==> src/rtl/anita3_event_header_reader.sv <==
// Queues completed-event buffer IDs and streams each buffer's header words from
// the shared header RAM over valid/ready. Optional trailing checksum word: HEADER_CHECKSUM_EN.
module anita3_event_header_reader #(
    parameter int HEADER_WORDS     = 22,
    parameter int QUEUE_DEPTH_LOG2 = 2
) (
    input  logic        clk33_i,
    input  logic        rst_n_i,
    input  logic        event_done_i,
    input  logic [1:0]  event_buffer_i,
    output logic [7:0]  ram_addr_o,
    output logic        ram_rd_o,
    input  logic [15:0] ram_dat_i,
    output logic [15:0] hdr_dat_o,
    output logic        hdr_valid_o,
    output logic        hdr_last_o,
    input  logic        hdr_ready_i,
    output logic [1:0]  hdr_buffer_o,
    output logic [3:0]  buffer_release_o,
    output logic [2:0]  pending_o,
    output logic        overflow_o,
    input  logic        overflow_clr_i
);

    localparam int QD = 1 << QUEUE_DEPTH_LOG2;
    localparam int CW = QUEUE_DEPTH_LOG2 + 1;
    localparam logic [5:0]                  LAST_WORD = 6'(HEADER_WORDS - 1);
    localparam logic [CW-1:0]               FULL_CNT  = CW'(QD);
    localparam logic [CW-1:0]               CNT_ONE   = CW'(1);
    localparam logic [QUEUE_DEPTH_LOG2-1:0] PTR_ONE   = QUEUE_DEPTH_LOG2'(1);

    typedef enum logic [2:0] {
        S_IDLE,
        S_FETCH,
        S_CAPTURE,
        S_PRESENT,
        S_CSUM,
        S_RELEASE
    } state_t;

    state_t      state_q, state_d;
    logic [1:0]  cur_buf_q, cur_buf_d;
    logic [5:0]  word_q, word_d;
    logic [7:0]  ram_addr_q, ram_addr_d;
    logic [15:0] hdr_dat_q, hdr_dat_d;
    logic        hdr_valid_q, hdr_valid_d;
    logic        hdr_last_q, hdr_last_d;
`ifdef HEADER_CHECKSUM_EN
    logic [15:0] sum_q, sum_d;
`endif

    logic [1:0]                  q_mem [QD];
    logic [QUEUE_DEPTH_LOG2-1:0] wr_ptr_q, rd_ptr_q;
    logic [CW-1:0]               count_q;
    logic                        overflow_q;

    logic q_empty, q_full;
    logic pop, bypass, push, ovf_set;

    assign q_empty = (count_q == '0);
    assign q_full  = (count_q == FULL_CNT);

    // An idle block with an empty queue takes the ID straight from the input so the
    // first RAM read follows event_done_i by one cycle; nothing is queued in that case.
    assign push    = event_done_i && !bypass && (!q_full || pop);
    assign ovf_set = event_done_i && q_full && !pop;

    always_comb begin
        state_d     = state_q;
        cur_buf_d   = cur_buf_q;
        word_d      = word_q;
        ram_addr_d  = ram_addr_q;
        hdr_dat_d   = hdr_dat_q;
        hdr_valid_d = hdr_valid_q;
        hdr_last_d  = hdr_last_q;
        pop         = 1'b0;
        bypass      = 1'b0;
`ifdef HEADER_CHECKSUM_EN
        sum_d       = sum_q;
`endif
        case (state_q)
            S_IDLE: begin
                if (!q_empty) begin
                    pop        = 1'b1;
                    cur_buf_d  = q_mem[rd_ptr_q];
                    word_d     = 6'd0;
                    ram_addr_d = {q_mem[rd_ptr_q], 6'd0};
                    state_d    = S_FETCH;
`ifdef HEADER_CHECKSUM_EN
                    sum_d      = 16'd0;
`endif
                end else if (event_done_i) begin
                    bypass     = 1'b1;
                    cur_buf_d  = event_buffer_i;
                    word_d     = 6'd0;
                    ram_addr_d = {event_buffer_i, 6'd0};
                    state_d    = S_FETCH;
`ifdef HEADER_CHECKSUM_EN
                    sum_d      = 16'd0;
`endif
                end
            end
            S_FETCH: begin
                state_d = S_CAPTURE;
            end
            S_CAPTURE: begin
                hdr_dat_d   = ram_dat_i;
                hdr_valid_d = 1'b1;
`ifdef HEADER_CHECKSUM_EN
                hdr_last_d  = 1'b0;
                sum_d       = sum_q + ram_dat_i;
`else
                hdr_last_d  = (word_q == LAST_WORD);
`endif
                state_d     = S_PRESENT;
            end
            S_PRESENT: begin
                if (hdr_ready_i) begin
                    hdr_valid_d = 1'b0;
                    if (hdr_last_q) begin
                        state_d = S_RELEASE;
`ifdef HEADER_CHECKSUM_EN
                    end else if (word_q == LAST_WORD) begin
                        state_d = S_CSUM;
`endif
                    end else begin
                        word_d     = word_q + 6'd1;
                        ram_addr_d = {cur_buf_q, word_q + 6'd1};
                        state_d    = S_FETCH;
                    end
                end
            end
`ifdef HEADER_CHECKSUM_EN
            S_CSUM: begin
                hdr_dat_d   = sum_q;
                hdr_valid_d = 1'b1;
                hdr_last_d  = 1'b1;
                state_d     = S_PRESENT;
            end
`endif
            S_RELEASE: begin
                state_d = S_IDLE;
            end
            default: begin
                state_d = S_IDLE;
            end
        endcase
    end

    always_ff @(posedge clk33_i or negedge rst_n_i) begin
        if (!rst_n_i) begin
            state_q     <= S_IDLE;
            cur_buf_q   <= 2'd0;
            word_q      <= 6'd0;
            ram_addr_q  <= 8'd0;
            hdr_dat_q   <= 16'd0;
            hdr_valid_q <= 1'b0;
            hdr_last_q  <= 1'b0;
`ifdef HEADER_CHECKSUM_EN
            sum_q       <= 16'd0;
`endif
        end else begin
            state_q     <= state_d;
            cur_buf_q   <= cur_buf_d;
            word_q      <= word_d;
            ram_addr_q  <= ram_addr_d;
            hdr_dat_q   <= hdr_dat_d;
            hdr_valid_q <= hdr_valid_d;
            hdr_last_q  <= hdr_last_d;
`ifdef HEADER_CHECKSUM_EN
            sum_q       <= sum_d;
`endif
        end
    end

    // Pending-buffer FIFO; overflow set takes priority over a coincident clear.
    always_ff @(posedge clk33_i or negedge rst_n_i) begin
        if (!rst_n_i) begin
            for (int i = 0; i < QD; i++) begin
                q_mem[i] <= 2'd0;
            end
            wr_ptr_q   <= '0;
            rd_ptr_q   <= '0;
            count_q    <= '0;
            overflow_q <= 1'b0;
        end else begin
            if (push) begin
                q_mem[wr_ptr_q] <= event_buffer_i;
                wr_ptr_q        <= wr_ptr_q + PTR_ONE;
            end
            if (pop) begin
                rd_ptr_q <= rd_ptr_q + PTR_ONE;
            end
            if (push && !pop) begin
                count_q <= count_q + CNT_ONE;
            end else if (pop && !push) begin
                count_q <= count_q - CNT_ONE;
            end
            if (ovf_set) begin
                overflow_q <= 1'b1;
            end else if (overflow_clr_i) begin
                overflow_q <= 1'b0;
            end
        end
    end

    assign ram_addr_o       = ram_addr_q;
    assign ram_rd_o         = (state_q == S_FETCH);
    assign hdr_dat_o        = hdr_dat_q;
    assign hdr_valid_o      = hdr_valid_q;
    assign hdr_last_o       = hdr_last_q;
    assign hdr_buffer_o     = cur_buf_q;
    assign buffer_release_o = (state_q == S_RELEASE) ? (4'b0001 << cur_buf_q) : 4'b0000;
    assign pending_o        = 3'(count_q);
    assign overflow_o       = overflow_q;

endmodule

==> config.mk <==
export PLATFORM = sky130hd
export DESIGN_NAME = anita3_event_header_reader
export DESIGN_NICKNAME = d
export VERILOG_FILES = /design/src/rtl/anita3_event_header_reader.sv
export SDC_FILE = /design/constraint.sdc
export NUM_CORES = 1
export LEC_CHECK = 0
export ABC_AREA = 1
export CAP_MARGIN = 10
export CORE_MARGIN = 5
export CORE_UTILIZATION = 45
export DETAILED_ROUTE_END_ITERATION = 16
export PLACE_DENSITY_LB_ADDON = 0.25
export SLEW_MARGIN = 20
export SYNTH_ARGS = -nofsm -noshare
export SYNTH_HDL_FRONTEND = slang
export SYNTH_SLANG_ARGS = --single-unit
==> constraint.sdc <==
create_clock -name clk33_i -period 2.4 [get_ports clk33_i]
set_input_delay 0.24 -clock clk33_i [delete_from_list [all_inputs] [get_ports clk33_i]]
set_output_delay 0.24 -clock clk33_i [all_outputs]
set_load 0.005 [all_outputs]
==> results of run 1 <==
==> power breakdown <==
group          leakage (nW)  total (mW)  switching, mW  internal [mW]
logic                 0.890        1.81          0.940          0.871
registers             0.585        1.38          0.250           1.13
clock network        0.0418       0.475          0.266          0.209
==> worst paths after layout <==
path	to	depth (start not counted)	slack [ps]	from
max	pending_o[2]	13	230	state_q[0]
min	hdr_dat_o[10]	1	-20	rst_n_i
max reg2reg	pending_o[2]	13	230	state_q[0]
min reg2reg	q_mem[1]	2	480	q_mem[1]
max in group asynchronous	ram_addr_o[6]	2	1800	rst_n_i
min in group clk33_i	hdr_dat_o[0]	3	460	ram_dat_i[0]
==> what timing repair did <==
action | CTS | global route
gates resized for setup | 0 | 1
hold buffers | 0 | 0
endpoints found under the setup margin | 0 | 1
setup buffers | 0 | 0
==> worst reg2reg max path, cell delays in order, from the launching register on <==
cell and delay (ps):
dfrtp_1 410, nor2_2 170, nand2_4 90, inv_4 100
nand2_4 70, o21ai_4 60, nand2_1 120, inv_2 70
ha_1 130, inv_1 60, fa_1 370, a21oi_1 140
o21ai_0 100, xor2_1 150
==> placed cells by master (no fill, tap or decap), drive strengths merged <==
cell type,count
inv,28
clkdlybuf4s50,58
nor3b,1
xnor2,2
buf,7
a21oi,2
a31oi,2
mux2,1
fa,1
clkinvlp,1
o211ai,1
ha,7
o31ai,1
xor2,5
o21ai,8
clkbuf,6
dfrtp,47
nor3,7
nand3,18
nand4,8
nand2,113
nor2,19
==> layer usage <==
metal,global-route usage,vias up,part of all wire
met5,0,-,0
met4,0.0399,0,0.011
met3,0.0428,6,0.047
met2,0.285,36,0.50
met1,0.235,930,0.44
li1,-,1002,-
==> cells by family (layout without fill, tap and decap cells) <==
kind of cell | after synthesis | count (layout) | share of synthesized area
and+or+nand+nor | 166 | 166 | 0.309
DFF | 47 | 47 | 0.508
buffers and inverters | 33 | 100 | 0.0643
AOI/OAI and AO/OA | 14 | 14 | 0.0416
adders and majority gates | 8 | 8 | 0.0464
xor gates and xnor gates | 7 | 7 | 0.0265
muxes | 1 | 1 | 0.00486
==> state kept, by name, summed over array words and instances (netlist names) <==
name          cells
rd_ptr_q          2
q_mem             8
wr_ptr_q          2
overflow_o        1
pending_o         3
word_q            5
hdr_buffer_o      2
hdr_dat_o        16
hdr_last_o        1
ram_addr_o        3
state_q           3
hdr_valid_o       1
==> cell type report <==
class	count	area, um^2
Inverter	27	104
Clock inverter	2	16.3
Timing Repair Buffer	65	631
Tap cell	70	87.6
Sequential cell	47	1180
Fill cell	445	1960
Multi-Input combinational cell	196	995
Clock buffer	6	72.6
==> through the flow <==
step / setup WS [ps] / power (mW) / utilization / std cells / hold WS (ps)
global route: 35.8 / 4.06 / 0.611 / 413 / 30.5
floorplan: 281 / 2.48 / - / 276 / -55.6
CTS: 176 / 3.71 / 0.611 / 413 / 5.65
detailed placement: 198 / 3.23 / 0.593 / 405 / 335
global placement: 268 / 3.19 / 0.593 / 405 / 332
finish: 229 / 3.67 / 0.611 / 413 / -19.1
==> summary.txt, run 1 <==
Clock tree
  • Clock buffer depth: 2
  • TritonCTS Sinks: 47
  • CTS H-Tree Depth: 2
  • Clock transition at path regs: roughly 90 ps
  • Clk Latency, worst-skew pair: 300 ps
  • CTS tree: built
  • Total CTS buffers: 5
  • Root buf cell: clkbuf_8

Detailed routing
  • DR vias/cell: 4.78
  • Post-Route WL: 5060 um
  • # DRC: 0
  • Average wire per standard cell: ~12 um
  • ANT nets after route: 0
  • First-pass DRT Iterations: 4
  • DR vias: about 2,000
  • 1st-iter DRT viols: slightly below 90

Layout
  • Area growth from synthesis to final layout: 33.0%
  • Share of layout cells above drive strength 1: 0.0816
  • Ant diodes: 0
  • Final nets: 373
  • Final Cell Area: 3080 um^2

Critical path
  • CP Buf/Inv Count: 3
  • Crit path DAT: 2350 ps
  • Max incr delay on CP: 410 ps
  • Crit path top cell by count: nand2_4
  • Crit path kind: reg -> reg
  • Worst Path Required: 2580 ps
  • Crit path capture type: register
  • Crit-path cells: nor2_2 > nand2_4 > inv_4 > nand2_4 > o21ai_4 > nand2_1 > inv_2 > ha_1 > inv_1 > fa_1 > a21oi_1 > o21ai_0 > xor2_1
  • Startpoint type of the worst setup path: register
  • CP top delay family: adder cells
  • Max FO, Critical Path: 5
  • Slowest CP cell: dfrtp_1

Floorplan
  • Die footprint: 6680 um^2
  • Initial Util: 0.460
  • Die width: 81.8 um
  • Vert. Die Dim: slightly above 80 um
  • Floorplan row count: 26
  • Core Region: between 5000 and 6000 um^2
  • I/O pins: 60

Synth
  • Synth top area share: 0.508
  • Ys flop type: dfrtp_1
  • Ys async rst share: 1.00
  • Top post-synthesis cells by count: nand2_1, dfrtp_1, inv_1
  • Yosys top cell by area: dfrtp_1
  • Cells after Synth: 276
  • Count leader, synth: nand2_1
  • Post-Syn Area: 2320 um^2
  • Syn_nets: 307
  • #FFs+latches synth: 47
  • Avg Cell Area, Syn: approximately 8.4 um^2
  • Unique masters post-synth: 30
  • Synth top area cells: dfrtp_1, nand2_1, inv_1
  • Register area share after synthesis: 0.508
  • Post-synth EDFFs: 0
  • Ys Warns: 0

Power
  • PD cells: 1190 nW/um^2
  • Pleak: 1.52 nW
  • Maximum vdd drop: roughly 770 uV

Timing
  • Tmin final: 2170 ps
  • Final Hold Viols: 30
  • RSZ-0062 raised after global routing: no
  • Max Freq: around 460 MHz
  • Slew Viols, Final: 0
  • Final setup TNS: 0 ps
  • Period utilization: 0.904
  • Relative slew slack: 0.532
  • Worst-Margin Slew: around 700 ps
  • Final Skew: 11.3 ps
  • Endpoints failing setup: 0
  • Hold slack: -19.1 ps

Global route
  • Gr usage total: 0.175
  • Largest net degree at the start of global routing: 33
  • First-pass GRT wire length: 8980 um
  • Vias in the first global route: 1,936
  • Initial antenna violation count: 0
  • Overflow after GRT: 0

Placed design
  • Gpl congestion: 0.800
  • IO buf count: roughly 60
  • DP Wirelength: 3910 um
  • Placed Area: 2990 um^2

Status
  • Status: finished, violations left
  • Failing checks: hold timing

Hold path
  • Min-Delay Path Class: in -> async

Flow run
  • Maxcap violations: 0
No activity file was read; power rests on OpenSTA's default activity.
==> run 2, diff against run 1 <==
Clock period 2.4 ns to 2 ns, I/O delays scaled along.
==> summary.txt, run 2 (synthesis gave the netlist of run 1 again) <==
Floorplan
  • Die footprint: 6680 um^2
  • Floorplan row count: 26
  • Vert. Die Dim: 81.8 um
  • Die width: ~82 um
  • Core Region: 5040 um^2
  • Initial Util: 0.460
  • I/O pins: 60

Clock tree
  • Clk Latency, worst-skew pair: 290 ps
  • TritonCTS Sinks: 47
  • CTS H-Tree Depth: 2
  • Root buf cell: clkbuf_8
  • CTS tree: built
  • Clock transition at path regs: 90 ps
  • Clock buffer depth: 2
  • Total CTS buffers: 5

Timing
  • Final setup TNS: 0 ps
  • Endpoints failing setup: 0
  • Hold slack: 426 ps
  • Worst-Margin Slew: between 600 and 700 ps
  • Tmin final: just under 2000 ps
  • Max Freq: 507 MHz
  • Period utilization: 0.987
  • Worst setup margin: 26.7 ps
  • RSZ-0062 raised after global routing: yes
  • Final Hold Viols: 0
  • Slew Viols, Final: 0
  • Relative slew slack: 0.563
  • Final Skew: 6.74 ps

Flow run
  • Maxcap violations: 0

Critical path
  • Max FO, Critical Path: 3
  • Crit path capture type: register
  • Crit path DAT: ~2200 ps
  • Crit path kind: reg -> reg
  • Worst Path Required: 2190 ps
  • Startpoint type of the worst setup path: register

Global route
  • Initial antenna violation count: 0
  • Gr usage total: 0.179
  • Largest net degree at the start of global routing: 31
  • Vias in the first global route: ~2,100
  • Overflow after GRT: 0
  • First-pass GRT wire length: 9290 um

Layout
  • Share of layout cells above drive strength 1: 0.149
  • Final Cell Area: approximately 3300 um^2
  • Largest register FFs: 16
  • Layout Cells excl Fill: roughly 430
  • Filler cell count: 427
  • Final Util: 0.648
  • Ant diodes: 0
  • Final nets: 385
  • Area growth from synthesis to final layout: 40.9%
  • Most frequent cells in the layout: nand2_1, clkdlybuf4s50_1, dfrtp_1, inv_1, buf_4
  • Commonest non-fill, non-tap cell in the layout: nand2_1

Power
  • Maximum vdd drop: 813 uV
  • Total power: 4.76 mW
  • PD cells: 1460 nW/um^2
  • Pleak: ~1.6 nW

Detailed routing
  • 1st-iter DRT viols: 84
  • ANT nets after route: 0
  • # DRC: 0
  • Average wire per standard cell: around 12 um
  • DR vias: 2,039
  • Post-Route WL: 5290 um
  • First-pass DRT Iterations: 4
  • DR vias/cell: 4.80

Placed design
  • DP Wirelength: 4020 um
  • Dpl cells: 410
  • IO buf count: between 50 and 60
  • Place WS: 4.21 ps
  • Gpl congestion: 0.813
  • Placed Area: 3060 um^2

Hold path
  • Min-Delay Path Class: in -> reg

Status
  • Status: completed
## run 2: timing repair
action	CTS	global route
buffers inserted	4	2
resized for setup	4	10
endpoints found under the setup margin	5	6
pin swaps	3	3
hold endpoints to repair	28	0
hold buffers	1	0
## run 2: layout make-up
type | instances | area (um^2) | area share
sequential | 47 | 1180 | 0.360
multi-input combinational | 196 | 1070 | 0.326
timing repair buffer | 77 | 728 | 0.223
inverter | 27 | 109 | 0.0333
tap | 70 | 87.6 | 0.0268
clock buffer | 6 | 82.6 | 0.0253
clock inverter | 2 | 16.3 | 0.00498
## run 2: worst max-delay path, stage by stage (launching register included)
cell and delay [ps]:
dfrtp_1 430, nor2_4 160, nand2_4 80, inv_6 90
nand2_8 50, o21ai_4 60, nand2_2 90, inv_2 80
ha_4 130, inv_4 30, fa_2 400, mux2_4 270
## run 2: where the power goes
group          internal (mW)  switching [mW]
Combinational           1.24            1.25
Sequential              1.36           0.312
Clock                  0.282           0.314
## run 2: path summary, 6_finish.rpt
check | startpoint | to | slack, ps | cells past startpoint
setup / recovery | state_q[2] | pending_o[1] | 30 | 11
hold / removal | ram_dat_i[4] | hdr_dat_o[4] | 430 | 3
setup reg to reg | state_q[2] | pending_o[1] | 30 | 11
hold reg to reg | hdr_dat_o[4] | hdr_dat_o[4] | 480 | 2
max in group asynchronous | rst_n_i | hdr_dat_o[6] | 930 | 3
min in group asynchronous | rst_n_i | hdr_dat_o[3] | 460 | 2
## run 2: per-layer routing
metal / wire (um) / GRT usage / share of wire
met5: 0 / 0 / 0
met4: 51 / 0.0399 / 0.0096
met3: 212 / 0.0395 / 0.040
met2: 2710 / 0.319 / 0.51
met1: 2310 / 0.221 / 0.44
==> run 3, diff against run 2 <==
Settings changed: GPL_ROUTABILITY_DRIVEN from default to 0, HOLD_SLACK_MARGIN from default to 0.03, REMOVE_ABC_BUFFERS from default to 1.
==> summary.txt, run 3 (synthesis gave the netlist of run 1 again) <==
Clock tree
  • Clock transition at path regs: approximately 80 ps
  • Clock buffer depth: 2
  • TritonCTS Sinks: 47
  • Root buf cell: clkbuf_8
  • Total CTS buffers: 5
  • CTS tree: built
  • CTS H-Tree Depth: 2
  • Clk Latency, worst-skew pair: 290 ps

Floorplan
  • Core Region: 5040 um^2
  • Die footprint: about 6700 um^2
  • I/O pins: 60
  • Initial Util: 0.460
  • Floorplan row count: 26
  • Vert. Die Dim: 81.8 um
  • Die width: 81.8 um

Layout
  • Commonest non-fill, non-tap cell in the layout: nand2_1
  • Final Cell Area: approximately 3300 um^2
  • Final nets: between 300 and 400
  • Ant diodes: 0
  • Largest register FFs: 16
  • Share of layout cells above drive strength 1: 0.166
  • Most frequent cells in the layout: nand2_1, clkdlybuf4s50_1, dfrtp_1, inv_1, buf_4
  • Area growth from synthesis to final layout: 43.6%

Detailed routing
  • # DRC: 0
  • Post-Route WL: approximately 5300 um
  • ANT nets after route: 0
  • DR vias: approximately 2,100
  • DR vias/cell: roughly 4.8
  • 1st-iter DRT viols: 101
  • Average wire per standard cell: 12.4 um
  • First-pass DRT Iterations: 4

Timing
  • Tmin final: 1950 ps
  • Max Freq: 513 MHz
  • Period utilization: 0.975
  • Endpoints failing setup: 0
  • RSZ-0062 raised after global routing: yes
  • Final setup TNS: 0 ps
  • Worst-Margin Slew: 559 ps
  • Final Skew: 4.92 ps
  • Relative slew slack: 0.627
  • Slew Viols, Final: 0
  • Hold slack: 431 ps
  • Final Hold Viols: 0

Global route
  • Overflow after GRT: 0
  • Largest net degree at the start of global routing: 25
  • Gr usage total: 0.173
  • First-pass GRT wire length: a little under 9000 um
  • Vias in the first global route: 2,003
  • Initial antenna violation count: 0

Power
  • Pleak: 1.69 nW
  • Clock power frac: 0.140
  • Combinational share of power: 0.521
  • Sw Share: 0.380
  • Total power: 4.87 mW
  • Maximum vdd drop: 966 uV
  • Flop pwr share: 0.339
  • Net switching power figure: about 1.8 mW
  • PD cells: 1460 nW/um^2
  • Internal: 3.02 mW

Critical path
  • Crit path DAT: approximately 2100 ps
  • Startpoint type of the worst setup path: register
  • R2R depth: 13
  • RR Endpoint: pending_o[2]
  • Crit path kind: reg -> reg
  • Max FO, Critical Path: 3
  • RR Startpoint: state_q[0]
  • Crit path capture type: register
  • Reg2reg setup slack: 50 ps
  • Worst Path Required: 2180 ps

Flow run
  • Maxcap violations: 0

Status
  • Status: completed

Placed design
  • IO buf count: 59
  • DP Wirelength: 4030 um
  • Placed Area: 3090 um^2

Hold path
  • Min-Delay Path Class: in -> async
run 3: changes by cell type in the layout (fill, tap and decap cells not counted), sizes merged:
| cell | previous run | this run |
|---|---|---|
| clkdlybuf4s50 | 56 | 54 |
| clkbuf | 6 | 5 |
| clkinv | 1 | 2 |
| bufinv | 0 | 1 |
| clkdlybuf4s15 | 0 | 1 |
| dlymetal6s2s | 2 | 3 |
| buf | 18 | 25 |
| clkinvlp | 1 | 0 |
run 3: cell type report:
class / count / area (um^2)
multi-input combinational: 196 / 1050
clock inverter: 3 / 43.8
fill: 418 / 1710
timing repair buffer: 84 / 796
clock buffer: 5 / 68.8
inverter: 27 / 104
tap: 70 / 87.6
sequential: 47 / 1180
run 3: timing repair:
action	4_1_cts	5_1_grt
buffers inserted	0	6
pin swaps	1	7
resized for setup	6	17
gates cloned	0	0
endpoints found under the setup margin	6	5
hold buffers	1	0
hold endpoints to repair	23	0
run 3: per-layer routing:
metal  global-route usage  share of wire  up-vias  routed length (um)
li1                     -              -     1039                   -
met1                0.225           0.44      999                2340
met2                0.291           0.51       46                2720
met3               0.0307          0.043        5                 230
met4               0.0548          0.010        0                  55
met5                    0              0        -                   0
run 3: power by group through the flow:
stage | clock network (mW) | registers (mW) | logic, mW
after global placement | 0 | 1.64 | 2.35
final | 0.682 | 1.65 | 2.54
after floorplan | 0 | 1.65 | 1.24
after CTS | 0.702 | 1.64 | 2.44
after detailed placement | 0 | 1.65 | 2.41
after global routing | 0.750 | 1.72 | 2.86
run 3: worst max path at each step:
stage,startpoint,to,cells past startpoint
CTS,pending_o[1],pending_o[1],10
floorplan,state_q[2],pending_o[2],13
global placement,state_q[0],pending_o[2],13
finish,state_q[0],pending_o[2],13
detailed placement,state_q[0],pending_o[2],13
global route,state_q[0],pending_o[2],13
run 3: worst max-delay path: stages (launching register included):
cell and delay [ps]:
dfrtp_1 420, nor2_4 150, nand2_4 70, inv_4 80, nand2_4 60, o21ai_4 60
nand2_2 80, inv_2 70, ha_4 120, inv_2 30, fa_2 340, a21oi_2 140
o21ai_1 80, xor2_1 140
run 3: metrics by stage:
| step | cells | utilization | setup slack (ps) |
|---|---|---|---|
| after CTS | 426 | 0.639 | 2.00 |
| after detailed placement | 417 | 0.613 | -47.9 |
| after global routing | 432 | 0.660 | -80.4 |
| after floorplan | 270 | - | -220 |
| after global placement | 417 | 0.613 | 0.632 |
| final | 432 | 0.660 | 50.7 |
